## config.mk

```make
export PLATFORM = sky130hd
export DESIGN_NAME = serial_add_ctrl_flat
export DESIGN_NICKNAME = d
export VERILOG_FILES = /design/src/rtl/serial_add_ctrl_if.sv /design/src/rtl/serial_add_ctrl.sv /design/src/flat_wrapper.sv
export SDC_FILE = /design/constraint.sdc
export NUM_CORES = 1
export LEC_CHECK = 0
export CAP_MARGIN = 25
export CELL_PAD_IN_SITES_DETAIL_PLACEMENT = 1
export CELL_PAD_IN_SITES_GLOBAL_PLACEMENT = 1
export CORE_ASPECT_RATIO = 0.5
export CORE_MARGIN = 1.5
export CORE_UTILIZATION = 32
export CTS_CLUSTER_DIAMETER = 30
export DETAILED_ROUTE_END_ITERATION = 7
export GPL_ROUTABILITY_DRIVEN = 0
export PLACE_DENSITY = 0.74
export SETUP_SLACK_MARGIN = 0.02
export SKIP_CTS_REPAIR_TIMING = 1
export SLEW_MARGIN = 20
export SYNTH_ARGS = -nofsm -noshare
export SYNTH_HDL_FRONTEND = slang
export SYNTH_SLANG_ARGS = --single-unit
```

## constraint.sdc

```tcl
create_clock -name clk -period 1.07 [get_ports clk]
set_input_delay 0.321 -clock clk [delete_from_list [all_inputs] [get_ports clk]]
set_output_delay 0.321 -clock clk [all_outputs]
set_load 0.02 [all_outputs]
```

## src/rtl/serial_add_ctrl_if.sv

```systemverilog
// rtl/serial_add_ctrl_if.sv - request/result bundle for serial_add_ctrl (sub only with SERIAL_ADD_SUB_EN)
interface serial_add_ctrl_if #(
  parameter int WIDTH = 4
);
  logic             start;
  logic [WIDTH-1:0] op_a;
  logic [WIDTH-1:0] op_b;
  logic             cin;
`ifdef SERIAL_ADD_SUB_EN
  logic             sub;
`endif
  logic             busy;
  logic             done;
  logic [WIDTH-1:0] sum;
  logic             cout;

  modport master (
`ifdef SERIAL_ADD_SUB_EN
    output sub,
`endif
    output start, op_a, op_b, cin,
    input  busy, done, sum, cout
  );

  modport slave (
`ifdef SERIAL_ADD_SUB_EN
    input  sub,
`endif
    input  start, op_a, op_b, cin,
    output busy, done, sum, cout
  );
endinterface

```

## src/rtl/serial_add_ctrl.sv

```systemverilog
// rtl/serial_add_ctrl.sv - bit-serial adder using one shared full-adder cell, LSB first
// Optional subtract mode (sub port) is enabled by defining SERIAL_ADD_SUB_EN.
module serial_add_ctrl #(
  parameter int WIDTH = 4
) (
  input  logic               clk,
  input  logic               rst,
  serial_add_ctrl_if.slave   bus
);
  localparam int CW = (WIDTH > 1) ? $clog2(WIDTH) : 1;
  localparam logic [CW-1:0] LAST = CW'(WIDTH - 1);

  localparam logic [1:0] IDLE = 2'd0;
  localparam logic [1:0] RUN  = 2'd1;
  localparam logic [1:0] DONE = 2'd2;

  logic [1:0]       state;
  logic [WIDTH-1:0] a_sr;
  logic [WIDTH-1:0] b_sr;
  logic [WIDTH-1:0] sum_sr;
  logic             carry_reg;
  logic             cout_reg;
  logic [CW-1:0]    cnt;

  logic             cell_s;
  logic             cell_co;
  logic [WIDTH-1:0] b_load;
  logic             c_load;

  function automatic logic [WIDTH-1:0] shift_in(input logic [WIDTH-1:0] v, input logic b);
    logic [WIDTH-1:0] r;
    r = v >> 1;
    r[WIDTH-1] = b;
    return r;
  endfunction

  always_comb begin
    cell_s  = a_sr[0] ^ b_sr[0] ^ carry_reg;
    cell_co = (a_sr[0] & b_sr[0]) | (carry_reg & (a_sr[0] ^ b_sr[0]));
  end

  // Subtraction is A + ~B + 1, so only the B load and the initial carry differ.
  always_comb begin
`ifdef SERIAL_ADD_SUB_EN
    b_load = bus.sub ? ~bus.op_b : bus.op_b;
    c_load = bus.sub ? 1'b1 : bus.cin;
`else
    b_load = bus.op_b;
    c_load = bus.cin;
`endif
  end

  always_ff @(posedge clk) begin
    if (rst) begin
      state     <= IDLE;
      a_sr      <= '0;
      b_sr      <= '0;
      sum_sr    <= '0;
      carry_reg <= 1'b0;
      cout_reg  <= 1'b0;
      cnt       <= '0;
    end else begin
      case (state)
        IDLE: begin
          if (bus.start) begin
            a_sr      <= bus.op_a;
            b_sr      <= b_load;
            carry_reg <= c_load;
            cnt       <= '0;
            state     <= RUN;
          end
        end
        RUN: begin
          sum_sr    <= shift_in(sum_sr, cell_s);
          a_sr      <= a_sr >> 1;
          b_sr      <= b_sr >> 1;
          carry_reg <= cell_co;
          cnt       <= cnt + CW'(1);
          if (cnt == LAST) begin
            cout_reg <= cell_co;
            state    <= DONE;
          end
        end
        DONE: state <= IDLE;
        default: state <= IDLE;
      endcase
    end
  end

  assign bus.busy = (state != IDLE);
  assign bus.done = (state == DONE);
  assign bus.sum  = sum_sr;
  assign bus.cout = cout_reg;
endmodule

```

## src/flat_wrapper.sv

```systemverilog
// flat-port wrapper written by rule: the top's interface ports become plain ports
module serial_add_ctrl_flat 
#(
  parameter int WIDTH = 4
)
  (clk, rst, bus_start, bus_op_a, bus_op_b, bus_cin, bus_busy, bus_done, bus_sum, bus_cout);
  serial_add_ctrl_if #(.WIDTH(WIDTH)) bus_i ();
  input  logic clk;
  input  logic rst;
  input wire logic [$bits(bus_i.start)-1:0] bus_start;
  input wire logic [$bits(bus_i.op_a)-1:0] bus_op_a;
  input wire logic [$bits(bus_i.op_b)-1:0] bus_op_b;
  input wire logic [$bits(bus_i.cin)-1:0] bus_cin;
  output wire logic [$bits(bus_i.busy)-1:0] bus_busy;
  output wire logic [$bits(bus_i.done)-1:0] bus_done;
  output wire logic [$bits(bus_i.sum)-1:0] bus_sum;
  output wire logic [$bits(bus_i.cout)-1:0] bus_cout;
  assign bus_i.start = bus_start;
  assign bus_i.op_a = bus_op_a;
  assign bus_i.op_b = bus_op_b;
  assign bus_i.cin = bus_cin;
  assign bus_busy = bus_i.busy;
  assign bus_done = bus_i.done;
  assign bus_sum = bus_i.sum;
  assign bus_cout = bus_i.cout;
  serial_add_ctrl #(.WIDTH(WIDTH)) u_core (.clk(clk), .rst(rst), .bus(bus_i));
endmodule
```

==> flow_summary.html <==
<table>
<tr><th>Metric</th><th>Value</th></tr>
<tr><th colspan="2">Pwr</th></tr>
<tr><td>Switching power</td><td>0.000411 W</td></tr>
<tr><td>Ratio of total power to cell area</td><td>1240 nW/um^2</td></tr>
<tr><td>Seq pwr share</td><td>45.9%</td></tr>
<tr><td>Leakage</td><td>0.533 nW</td></tr>
<tr><td>Sw Share</td><td>25.1%</td></tr>
<tr><td>Internal power</td><td>0.00122 W</td></tr>
<tr><td>Maximum vdd ir drop</td><td>0.000618 V</td></tr>
<tr><td>Comb power frac</td><td>19.2%</td></tr>
<tr><td>Part of the total power dissipated in the clock network</td><td>34.9%</td></tr>
<tr><th colspan="2">Worst setup path</th></tr>
<tr><td>Worst-path cell with the longest stage delay</td><td>dfxtp_2</td></tr>
<tr><td>Biggest cell delay along the critical path</td><td>0.34 ns</td></tr>
<tr><td>FF-to-FF path depth</td><td>4</td></tr>
<tr><td>CP required</td><td>0.75 ns</td></tr>
<tr><td>FF-to-FF setup slack</td><td>-0.15 ns</td></tr>
<tr><td>Critical path start-end classification</td><td>register to output port</td></tr>
<tr><td>Worst Setup End Kind</td><td>output port</td></tr>
<tr><td>Terminus of the critical flop-to-flop path</td><td>u_core.b_sr[3]</td></tr>
<tr><td>List of cells traversed by the critical path</td><td>or2_4, buf_6</td></tr>
<tr><td>CP startpoint kind</td><td>register</td></tr>
<tr><td>CP Buf/Inv Count</td><td>1</td></tr>
<tr><td>Biggest fanout along the worst timing path</td><td>3</td></tr>
<tr><td>Endpoint arrival time on the critical path</td><td>0.98 ns</td></tr>
<tr><td>R2R Path Start</td><td>u_core.state[1]</td></tr>
<tr><td>Delay-heaviest family, CP</td><td>flip-flops</td></tr>
<tr><th colspan="2">Status</th></tr>
<tr><td>Violations in the final reports</td><td>setup timing</td></tr>
<tr><td>Run status</td><td>complete, but fails checks</td></tr>
<tr><th colspan="2">STA</th></tr>
<tr><td>Maximum achievable frequency</td><td>0.766 GHz</td></tr>
<tr><td>RSZ-0062 raised after global routing</td><td>yes</td></tr>
<tr><td>Actual transition at the worst max-transition pin</td><td>0.234 ns</td></tr>
<tr><td>Setup ws final</td><td>-0.235 ns</td></tr>
<tr><td>Worst-case headroom to the max-slew limit</td><td>84.3%</td></tr>
<tr><td>Tmin final</td><td>1.30 ns</td></tr>
<tr><td>Max Clock Skew</td><td>0.00696 ns</td></tr>
<tr><td>Share of the cycle needed by the critical path after routing</td><td>122%</td></tr>
<tr><td>Hold Fails Final Rpt</td><td>0</td></tr>
<tr><td>Worst hold slack across all endpoints</td><td>0.503 ns</td></tr>
<tr><td>Setup Viol. Count Final</td><td>17</td></tr>
<tr><td>Final Max Tran Viols</td><td>0</td></tr>
<tr><th colspan="2">Die</th></tr>
<tr><td>Die height</td><td>39.4 microns</td></tr>
<tr><td>Die Span X</td><td>75.8 microns</td></tr>
<tr><td>Number of primary I/O pins</td><td>19</td></tr>
<tr><td>Initial standard-cell utilization of the core</td><td>36.0%</td></tr>
<tr><td>Site Rows</td><td>12</td></tr>
<tr><td>Die area</td><td>2990 sq um</td></tr>
<tr><td>Area of the core</td><td>2360 sq um</td></tr>
<tr><th colspan="2">GRT</th></tr>
<tr><td>Antenna violations before repair</td><td>0</td></tr>
<tr><td>Gr usage total</td><td>16.7%</td></tr>
<tr><td>Vias in the first global route</td><td>791</td></tr>
<tr><td>Total global routing overflow</td><td>0</td></tr>
<tr><td>Global-route wire length before repair</td><td>3.54 mm</td></tr>
<tr><td>Largest net degree at the start of global routing</td><td>19</td></tr>
<tr><th colspan="2">Routing</th></tr>
<tr><td>DRC violation total after the first TritonRoute iteration</td><td>17</td></tr>
<tr><td>Router iterations before antenna repair</td><td>4</td></tr>
<tr><td>Detail Route Antenna Nets</td><td>0</td></tr>
<tr><td>Total wire length</td><td>2.22 mm</td></tr>
<tr><td>Wirelength per Cell</td><td>13.7 microns</td></tr>
<tr><td>Per-cell via count in the routed design</td><td>4.87</td></tr>
<tr><td>DRC violations left</td><td>0</td></tr>
<tr><td>Routed vias</td><td>789</td></tr>
<tr><th colspan="2">Yosys</th></tr>
<tr><td>Post-Syn Area</td><td>848 sq um</td></tr>
<tr><td>Library cells used by synthesis</td><td>25</td></tr>
<tr><td>Sequential share of the synthesized area</td><td>42.5%</td></tr>
<tr><td>Post-Synthesis Cells</td><td>94</td></tr>
<tr><td>Number of enable flip-flop cells after synthesis</td><td>0</td></tr>
<tr><td>Synth Register Bits</td><td>18</td></tr>
<tr><td>Mean post-synth cell area</td><td>9.02 sq um</td></tr>
<tr><td>Synth warnings</td><td>0</td></tr>
<tr><td>Net Count, Synth</td><td>108</td></tr>
<tr><td>Share of flip-flops with an asynchronous set or reset after synthesis</td><td>0%</td></tr>
<tr><td>Synth Flop Type</td><td>dfxtp_1</td></tr>
<tr><th colspan="2">Clocking</th></tr>
<tr><td>Number of CTS-inserted buffers</td><td>3</td></tr>
<tr><td>Clock root buffer master</td><td>clkbuf_8</td></tr>
<tr><td>Clk sink count</td><td>18</td></tr>
<tr><td>Clock Pin Slew Worst Setup and Hold Paths</td><td>0.07 ns</td></tr>
<tr><td>Number of H-tree levels</td><td>1</td></tr>
<tr><td>TritonCTS clock tree</td><td>built</td></tr>
<tr><td>Worst skew pair latency</td><td>0.26 ns</td></tr>
<tr><td>Worst-case clock buffer depth</td><td>2</td></tr>
<tr><th colspan="2">Hold path</th></tr>
<tr><td>Hold Crit Depth</td><td>1</td></tr>
<tr><td>HP Class</td><td>register to register</td></tr>
<tr><td>Worst-case hold path end point</td><td>u_core.cnt[0]</td></tr>
<tr><td>Worst hold path startpoint</td><td>u_core.cnt[0]</td></tr>
<tr><th colspan="2">Place</th></tr>
<tr><td>Half-perimeter wire length of the detailed placement result</td><td>1.48 mm</td></tr>
<tr><td>Number of port buffers</td><td>18</td></tr>
<tr><td>Pre-CTS WS</td><td>-0.474 ns</td></tr>
<tr><th colspan="2">Final layout</th></tr>
<tr><td>Final net count</td><td>142</td></tr>
<tr><td>Share of layout cells above drive strength 1</td><td>47.2%</td></tr>
<tr><td>Count of inserted antenna diode cells</td><td>0</td></tr>
<tr><td>Area growth, synth to finish</td><td>55.0%</td></tr>
<tr><td>Most frequent cells in the layout</td><td>14 x buf_4, 11 x dfxtp_1</td></tr>
<tr><td>Most frequent standard cell in the layout excluding fill and tap cells</td><td>buf_4</td></tr>
<tr><th colspan="2">Run</th></tr>
<tr><td>Max-Cap Viols</td><td>0</td></tr>
</table>
==> worst max-delay path by stage <==
stage | start | to | slack [ns] | cells past startpoint
2_1_floorplan | bus_start | u_core.a_sr[3] | -0.04 | 5
3_3_place_gp | bus_start | u_core.a_sr[0] | -0.43 | 4
3_5_place_dp | bus_start | u_core.cnt[0] | -0.47 | 4
4_1_cts | u_core.state[1] | bus_done | -0.66 | 2
5_1_grt | u_core.state[1] | bus_busy | -0.25 | 2
6_report | u_core.state[1] | bus_busy | -0.23 | 2
==> routing by layer <==
layer  vias up  share of wire, %  track usage [%]
met2        16                45             28.7
met1       376                50             20.2
li1        392                 -                -
met4         0              0.99             5.36
met3         5               3.9             4.88
met5         -                 0                0
==> power groups by stage <==
stage | sequential (W) | combinational (W) | clock (W)
floorplan | 0.000760 | 0.000161 | 0
global placement | 0.000759 | 0.000270 | 0
detailed placement | 0.000760 | 0.000276 | 0
CTS | 0.000746 | 0.000281 | 0.000586
global route | 0.000754 | 0.000350 | 0.000598
finish | 0.000750 | 0.000314 | 0.000570
==> worst register-to-register path: stages (launching register included) <==
cell	delay (ns)
dfxtp_2	0.34
buf_6	0.14
nand2b_4	0.17
or3b_4	0.39
a21oi_2	0.11
==> kinds of logic after synthesis <==
family	Yosys count	share of synthesized area (%)
fa+ha+maj	2	3.83
buf+inv	13	10.5
mux	1	1.18
compound gates	25	20.9
simple gates	35	21.1
flops	18	42.5
==> through the flow <==
step / instances / instance area (sq um) / total power, W / util [%] / TNS [ns]
2_1_floorplan: 94 / 876 / 0.000922 / - / -0.0900
3_3_place_gp: 154 / 1140 / 0.00103 / 48.3 / -7.22
3_5_place_dp: 154 / 1140 / 0.00104 / 48.3 / -7.62
4_1_cts: 158 / 1190 / 0.00161 / 50.6 / -6.75
5_1_grt: 162 / 1320 / 0.00170 / 55.8 / -2.40
6_report: 162 / 1320 / 0.00163 / 55.8 / -1.58
==> cell usage after synthesis, types with 3 or more instances <==
library cell  number  area (sq um)
a21oi_1           12          60.1
buf_2              4          20.0
o21ai_0            3          15.0
nand2_1           10          37.5
nor2_1             9          33.8
nor3_1             4          20.0
o22a_2             4          40.0
dfxtp_1           18           360
nor4_1             3          18.8
o221a_2            4          45.0
inv_1              5          18.8
==> layout make-up <==
class,count,area [sq um]
Sequential cell,18,369
Timing Repair Buffer,37,370
Multi-Input combinational cell,63,458
Inverter,5,18.8
Clock buffer,4,55.1
Tap cell,35,43.8
Fill cell,284,1040
Power figures use the tool's default switching activity.
